### config.mk
export PLATFORM = sky130hd
export DESIGN_NAME = parallel_mult_ctrl
export DESIGN_NICKNAME = d
export VERILOG_FILES = /design/src/rtl/nn_pkg.sv /design/src/rtl/nrn_packer.sv /design/src/rtl/parallel_mult_ctrl.sv
export SDC_FILE = /design/constraint.sdc
export NUM_CORES = 1
export LEC_CHECK = 0
export ABC_CLOCK_PERIOD_IN_PS = 7100
export CORE_MARGIN = 3
export CORE_UTILIZATION = 35
export DETAILED_ROUTE_END_ITERATION = 10
export HOLD_SLACK_MARGIN = 0.03
export PLACE_DENSITY = 0.64
export SLEW_MARGIN = 20
export SYNTH_ARGS = -nofsm -noshare
export SYNTH_HDL_FRONTEND = slang
export SYNTH_HIERARCHICAL = 1
export SYNTH_SLANG_ARGS = --single-unit
### constraint.sdc
create_clock -name clk -period 7.1 [get_ports clk]
set_input_delay 1.42 -clock clk [delete_from_list [all_inputs] [get_ports clk]]
set_output_delay 1.42 -clock clk [all_outputs]
set_load 0.005 [all_outputs]
### src/rtl/nn_pkg.sv
// Shared types and helpers for the neuron sequencer: lane geometry, FSM state
// encoding and the signed saturation used when reporting a neuron value.
package nn_pkg;

    localparam int LANES  = 16;
    localparam int DATA_W = 16;

    typedef enum logic [2:0] {
        PMC_IDLE,
        PMC_LOAD,
        PMC_FIRE,
        PMC_WAIT,
        PMC_OUT
    } pmc_state_t;

    // Clamp a sign-extended accumulator value into the signed DATA_W range.
    function automatic logic [DATA_W-1:0] sat_data(input logic signed [31:0] v);
        if (v > 32'sd32767) begin
            return 16'h7FFF;
        end
        if (v < -32'sd32768) begin
            return 16'h8000;
        end
        return v[DATA_W-1:0];
    endfunction

endpackage

### src/rtl/nrn_packer.sv
// Deserialises input-neuron beats into a LANES-wide vector; beat k lands in lane k.
// The lane contents survive a clear, only the beat counter restarts.
module nrn_packer
    import nn_pkg::*;
(
    input  logic                           clk,
    input  logic                           rst,
    input  logic                           accept,
    input  logic [DATA_W-1:0]              data,
    input  logic                           clear,
    output logic                           full,
    output logic [LANES-1:0][DATA_W-1:0]   vector
);

    localparam int CNT_W = $clog2(LANES + 1);
    localparam int IDX_W = $clog2(LANES);

    logic [CNT_W-1:0]                cnt_q, cnt_d;
    logic [LANES-1:0][DATA_W-1:0]    vec_q, vec_d;
    logic                            take;

    // full looks ahead: it is already high in the cycle the last beat is taken,
    // so the controller can leave LOAD without a bubble.
    always_comb begin
        take  = accept && (cnt_q < CNT_W'(LANES));
        cnt_d = cnt_q;
        vec_d = vec_q;
        if (take) begin
            vec_d[cnt_q[IDX_W-1:0]] = data;
            cnt_d = cnt_q + CNT_W'(1);
        end
        if (clear) begin
            cnt_d = '0;
        end
        full = (cnt_q == CNT_W'(LANES)) || (take && (cnt_q == CNT_W'(LANES - 1)));
    end

    always_ff @(posedge clk or negedge rst) begin
        if (!rst) begin
            cnt_q <= '0;
            vec_q <= '0;
        end else begin
            cnt_q <= cnt_d;
            vec_q <= vec_d;
        end
    end

    assign vector = vec_q;

endmodule

### src/rtl/parallel_mult_ctrl.sv
// Sequences one parallel_mult array: gathers 16-lane groups plus a weight word,
// fires the array, accumulates its sums and returns the saturated neuron value.
module parallel_mult_ctrl
    import nn_pkg::*;
#(
    parameter int PM_LAT = 1,
    parameter int ACC_W  = 24
) (
    input  logic                           clk,
    input  logic                           rst,
    input  logic                           start,
    input  logic [7:0]                     group_cnt,
    input  logic                           nrn_in_valid,
    input  logic [DATA_W-1:0]              nrn_in_data,
    output logic                           nrn_in_ready,
    input  logic                           wgt_valid,
    input  logic [DATA_W-1:0]              wgt_data,
    output logic                           wgt_ready,
    output logic [LANES-1:0][DATA_W-1:0]   pm_input_neuron,
    output logic [DATA_W-1:0]              pm_weight_bits,
    output logic                           pm_en,
    input  logic [DATA_W-1:0]              pm_final_out,
    output logic                           out_valid,
    output logic [DATA_W-1:0]              out_data,
    input  logic                           out_ready,
    output logic                           busy,
    output pmc_state_t                     dbg_state
);

    localparam int WAIT_W = (PM_LAT > 1) ? $clog2(PM_LAT) : 1;

    // Handshakes: a beat transfers on a rising edge where valid && ready are both
    // high; ready never depends combinationally on valid, and a producer must hold
    // valid/data until the transfer.
    pmc_state_t                 state_q, state_d;
    logic [7:0]                 groups_q, groups_d;
    logic [WAIT_W-1:0]          wait_q, wait_d;
    logic signed [ACC_W-1:0]    acc_q, acc_d, acc_sum;
    logic [DATA_W-1:0]          wgt_q, wgt_d, out_data_q, out_data_d;
    logic                       wgt_held_q, wgt_held_d, nrn_done_q, nrn_done_d;
    logic                       nrn_rdy_q, nrn_rdy_d, wgt_rdy_q, wgt_rdy_d;
    logic                       pm_en_q, pm_en_d, out_valid_q, out_valid_d, busy_q, busy_d;
    logic                       pk_accept, pk_clear, pk_full, wgt_take, last_wait;
    logic signed [31:0]         acc_ext;

    assign pk_accept = nrn_in_valid && nrn_rdy_q;
    assign wgt_take  = wgt_valid && wgt_rdy_q;

    nrn_packer u_packer (
        .clk    (clk),
        .rst    (rst),
        .accept (pk_accept),
        .data   (nrn_in_data),
        .clear  (pk_clear),
        .full   (pk_full),
        .vector (pm_input_neuron)
    );

    always_comb begin
        state_d    = state_q;
        groups_d   = groups_q;
        wait_d     = wait_q;
        acc_d      = acc_q;
        wgt_d      = wgt_q;
        wgt_held_d = wgt_held_q;
        out_data_d = out_data_q;
        pk_clear   = 1'b0;
        last_wait  = (wait_q == WAIT_W'(PM_LAT - 1));
        acc_sum    = acc_q + ACC_W'(signed'(pm_final_out));
        acc_ext    = 32'(acc_sum);
        case (state_q)
            PMC_IDLE: begin
                if (start) begin
                    acc_d      = '0;
                    groups_d   = group_cnt;
                    pk_clear   = 1'b1;
                    wgt_held_d = 1'b0;
                    if (group_cnt == 8'd0) begin
                        out_data_d = '0;
                        state_d    = PMC_OUT;
                    end else begin
                        state_d = PMC_LOAD;
                    end
                end
            end
            PMC_LOAD: begin
                if (wgt_take) begin
                    wgt_d      = wgt_data;
                    wgt_held_d = 1'b1;
                end
                if (pk_full && (wgt_held_q || wgt_take)) begin
                    state_d = PMC_FIRE;
                end
            end
            PMC_FIRE: begin
                pk_clear   = 1'b1;
                wgt_held_d = 1'b0;
                wait_d     = '0;
                state_d    = PMC_WAIT;
            end
            PMC_WAIT: begin
                wait_d = wait_q + WAIT_W'(1);
                if (last_wait) begin
                    acc_d    = acc_sum;
                    groups_d = groups_q - 8'd1;
                    if (groups_q == 8'd1) begin
                        out_data_d = sat_data(acc_ext);
                        state_d    = PMC_OUT;
                    end else begin
                        state_d = PMC_LOAD;
                    end
                end
            end
            PMC_OUT: begin
                if (out_valid_q && out_ready) begin
                    state_d = PMC_IDLE;
                end
            end
            default: state_d = PMC_IDLE;
        endcase
        nrn_done_d  = pk_full && !pk_clear;
        nrn_rdy_d   = (state_d == PMC_LOAD) && !nrn_done_d;
        wgt_rdy_d   = (state_d == PMC_LOAD) && !wgt_held_d;
        pm_en_d     = (state_d == PMC_FIRE);
        out_valid_d = (state_d == PMC_OUT);
        busy_d      = (state_d != PMC_IDLE);
    end

    always_ff @(posedge clk or negedge rst) begin
        if (!rst) begin
            state_q     <= PMC_IDLE;
            groups_q    <= '0;
            wait_q      <= '0;
            acc_q       <= '0;
            wgt_q       <= '0;
            wgt_held_q  <= 1'b0;
            nrn_done_q  <= 1'b0;
            out_data_q  <= '0;
            nrn_rdy_q   <= 1'b0;
            wgt_rdy_q   <= 1'b0;
            pm_en_q     <= 1'b0;
            out_valid_q <= 1'b0;
            busy_q      <= 1'b0;
        end else begin
            state_q     <= state_d;
            groups_q    <= groups_d;
            wait_q      <= wait_d;
            acc_q       <= acc_d;
            wgt_q       <= wgt_d;
            wgt_held_q  <= wgt_held_d;
            nrn_done_q  <= nrn_done_d;
            out_data_q  <= out_data_d;
            nrn_rdy_q   <= nrn_rdy_d;
            wgt_rdy_q   <= wgt_rdy_d;
            pm_en_q     <= pm_en_d;
            out_valid_q <= out_valid_d;
            busy_q      <= busy_d;
        end
    end

    assign nrn_in_ready   = nrn_rdy_q;
    assign wgt_ready      = wgt_rdy_q;
    assign pm_weight_bits = wgt_q;
    assign pm_en          = pm_en_q;
    assign out_valid      = out_valid_q;
    assign out_data       = out_data_q;
    assign busy           = busy_q;
    assign dbg_state      = state_q;

endmodule

==> results_dict.tcl <==
set metrics [dict create \
    drt-initial-drc-count 555 \
    grtUsageMet1_pct 24.09 \
    hold_viol 0 \
    dr.pass1.iters 4 \
    numPortBuffers 357 \
    grt_max_degree 166 \
    synth_compound_area_share_pct 6.212 \
    cts_resized 0 \
    fp.dieW_um 209.1 \
    rows 73 \
    cts_max_path_buffers 3 \
    rsz0062_at_grt "no" \
    synth_mux_area_share_pct 21.43 \
    postRouteAntennaNets 0 \
    reg2reg_slack_ns 3.52 \
    use_met3_pct 5.224 \
    power_density_nw_per_um2 346.3 \
    routed_via_density 5.060 \
    cts_root_buf "clkbuf_16" \
    final_cells 1977 \
    core_um2 40280 \
    yosys_warnings 6 \
    route.vias.total 10000 \
    p_int_uw 4740 \
    slew_violations 0 \
    worstSkewPairLatency_ns 0.55 \
    met2_usage_pct 30.16 \
    hpwlAfterDp_um 29120 \
    ys_types 59 \
    fillCellCount 3609 \
    place_worst_setup_slack_ns 1.652 \
    synth_top_cell_area_share_pct 58.05 \
    regArea_um2 8383 \
    diodes 0 \
    start_util_pct 35.85 \
    period_share_pct 64.97 \
    die-height_um 209.1 \
    seq_area_frac_synth_pct 58.05 \
    grt_use_total_pct 18.38 \
    synth_top_family_by_area "multiplexers" \
    crit_type "in2reg" \
    synthTopCellsByArea "dfrtp_1 58%, mux2_2 21%, ha_1 2.6%" \
    synth_top_area_cell "dfrtp_1" \
    die_area_um2 43740 \
    place_congestion 0.8587 \
    switchingPower_uw 2057 \
    dp.cells 1910 \
    post_dp_cell_area_um2 18430 \
    worst_pin_slew_ns 1.095 \
    finalCriticalPeriod_ns 4.613 \
    seqPwrFrac_pct 38.9 \
    hold_class "reg2reg" \
    cp_max_fo 15 \
    syn_nets 1173 \
    cts_sinks 335 \
    setup_viol 0 \
    clkSlewWorstSetupHoldPaths_ns 0.05 \
    grt_pass1_wl_um 62930 \
    netlist_area_um2 14440 \
    design_area_um2 19630 \
    setup_tns_ns 0 \
    worst_slack_ns 2.487 \
    fmax_ghz 0.2168 \
    synth_fa_ha_area_share_pct 2.738 \
    multi_input_area_um2 5727 \
    grt_pass1_vias 10210 \
    ys.flop_type "dfrtp_1" \
    synthArstFlopShare_pct 100.0 \
    worstPathArrival_ns 4.99 \
    cts_hold_buf 0 \
    ys_seq_elements 335 \
    tritoncts "yes" \
    total_leakage_power_uw 0.008903 \
    wl_um 41020 \
    crit_path_end_kind "register" \
    nets 1519 \
    io_pins 358 \
    areaGrowthSynthToFinish_pct 35.91 \
    relSlewSlack_pct 26.92 \
    p_total_uw 6796 \
    cts_buffers 39 \
    synthCells 1080 \
    peakVddDrop_v 0.0001811 \
    routedWlPerCell_um 20.75 \
    grt_overflow 0 \
    ctsHtreeMaxLevel 2 \
    grt_antenna_before_repair 3 \
    swShare_pct 30.26 \
    critical_path_required_ns 7.48 \
    synth.avg_cell_area_um2 13.37 \
    drive_gt1_share_pct 25.07 \
    max_cap_viol_count 0 \
    cp-start-kind "input port" \
    cts_setup_buffers 0 \
    clock_power_share_pct 27.2 \
    grt.busiest_layer "met2" \
    status "finished clean" \
    p_comb_share_pct 33.9 \
    synthSimpleGateAreaFrac_pct 7.694 \
    synth_edf_count 0 \
    drcViolationCount 0 \
    skew_ns 0.01363 \
    post_synth_xor_area_fraction_pct 1.456 \
]
## registers in the layout, indices dropped and copies added (netlist names)
register / count
acc_q: 24
busy: 1
pm_weight_bits: 16
groups_q: 8
wgt_ready: 1
out_valid: 1
u_packer/cnt_q: 5
wgt_held_q: 1
pm_en: 1
wait_q: 1
out_data: 16
u_packer/vector: 256
nrn_in_ready: 1
dbg_state: 3
## worst paths after layout
check | startpoint | endpoint | cells past startpoint
max | pm_final_out[15] | out_data[3] | 11
min | u_packer/vector[57] | u_packer/vector[57] | 1
max reg2reg | acc_q[0] | out_data[14] | 11
min reg2reg | u_packer/vector[57] | u_packer/vector[57] | 1
max in group asynchronous | rst | u_packer/vector[180] | 2
min in group asynchronous | rst | pm_weight_bits[0] | 1
## kinds of logic (layout without fill, tap and decap cells)
| logic type | after synthesis | count (layout) |
|---|---|---|
| AO/OA/AOI/OAI | 139 | 139 |
| multiplexers | 275 | 275 |
| XOR/XNOR | 24 | 24 |
| buffers and inverters | 70 | 442 |
| flip-flops | 335 | 335 |
| AND/OR/NAND/NOR | 206 | 206 |
| adder cells (fa/ha/maj) | 31 | 31 |
## through the flow
stage               hold slack [ns]  util (%)
finish                       0.5007     48.73
global route                 0.5146     48.73
CTS                          0.5055     48.69
detailed placement           0.4916     45.76
global placement             0.4871     45.76
floorplan                    0.4538         -
## placed cells by master (no fill, tap or decap), types with 6 or more instances in the layout
cell,netlist,final
mux2_2,272,272
xor2_1,12,12
clkdlybuf4s50_1,0,356
nand3_1,31,31
a22oi_1,15,15
ha_1,30,30
clkbuf_8,0,6
xnor2_1,12,12
nor2_4,8,9
a21oi_1,39,39
clkbuf_1,34,14
nand2b_1,9,9
nor2_1,30,30
o21ai_0,41,41
nand4_1,6,6
nor3_1,11,11
a21o_1,12,12
inv_1,12,12
nand2_1,57,57
clkbuf_16,0,39
and2_1,16,16
dfrtp_1,335,335
## power by group through the flow
stage	combinational, uW	sequential [uW]	clock, uW
detailed placement	2320	2670	0
global placement	2300	2660	0
floorplan	1120	2660	0
global route	2510	2700	1990
finish	2300	2640	1850
CTS	2320	2650	1910
## cell type report
class | instances | share of cell area [%]
Multi-Input combinational cell | 675 | 29.18
Clock inverter | 8 | 0.3506
Clock buffer | 59 | 5.661
Timing Repair Buffer | 363 | 18.52
Tap cell | 525 | 3.347
Sequential cell | 335 | 42.71
Inverter | 12 | 0.2295
## Yosys cell counts, drive strengths merged (3+ instances only)
master / number
o21ai: 44
nand2b: 9
xor2: 12
a21oi: 41
a22oi: 15
and3: 6
and2: 16
buf: 24
xnor2: 12
ha: 30
mux2: 273
a31oi: 3
nor4: 5
nand4: 6
o211ai: 4
dfrtp: 335
nor3: 12
inv: 12
nand2: 58
or3: 4
nand3: 35
nor2: 43
clkbuf: 34
a21o: 12
o21a: 4
nand3b: 4
## layer usage
metal  routed length (um)  vias to the layer above
li1                     -                     4543
met1                18010                     5078
met2                19200                      323
met3                 2996                       56
met4                  789                        4
met5                   31                        -
## worst max-delay path, stage by stage
cell and delay, ns:
clkdlybuf4s50_1 0.64, ha_1 0.53, a21oi_2 0.20, o21ai_2 0.10
or3_1 0.35, or3_4 0.34, and3_4 0.20, a311oi_4 0.39
nor3_4 0.09, a41oi_4 0.52, a22oi_1 0.19
(Power assumes the default switching activity.)
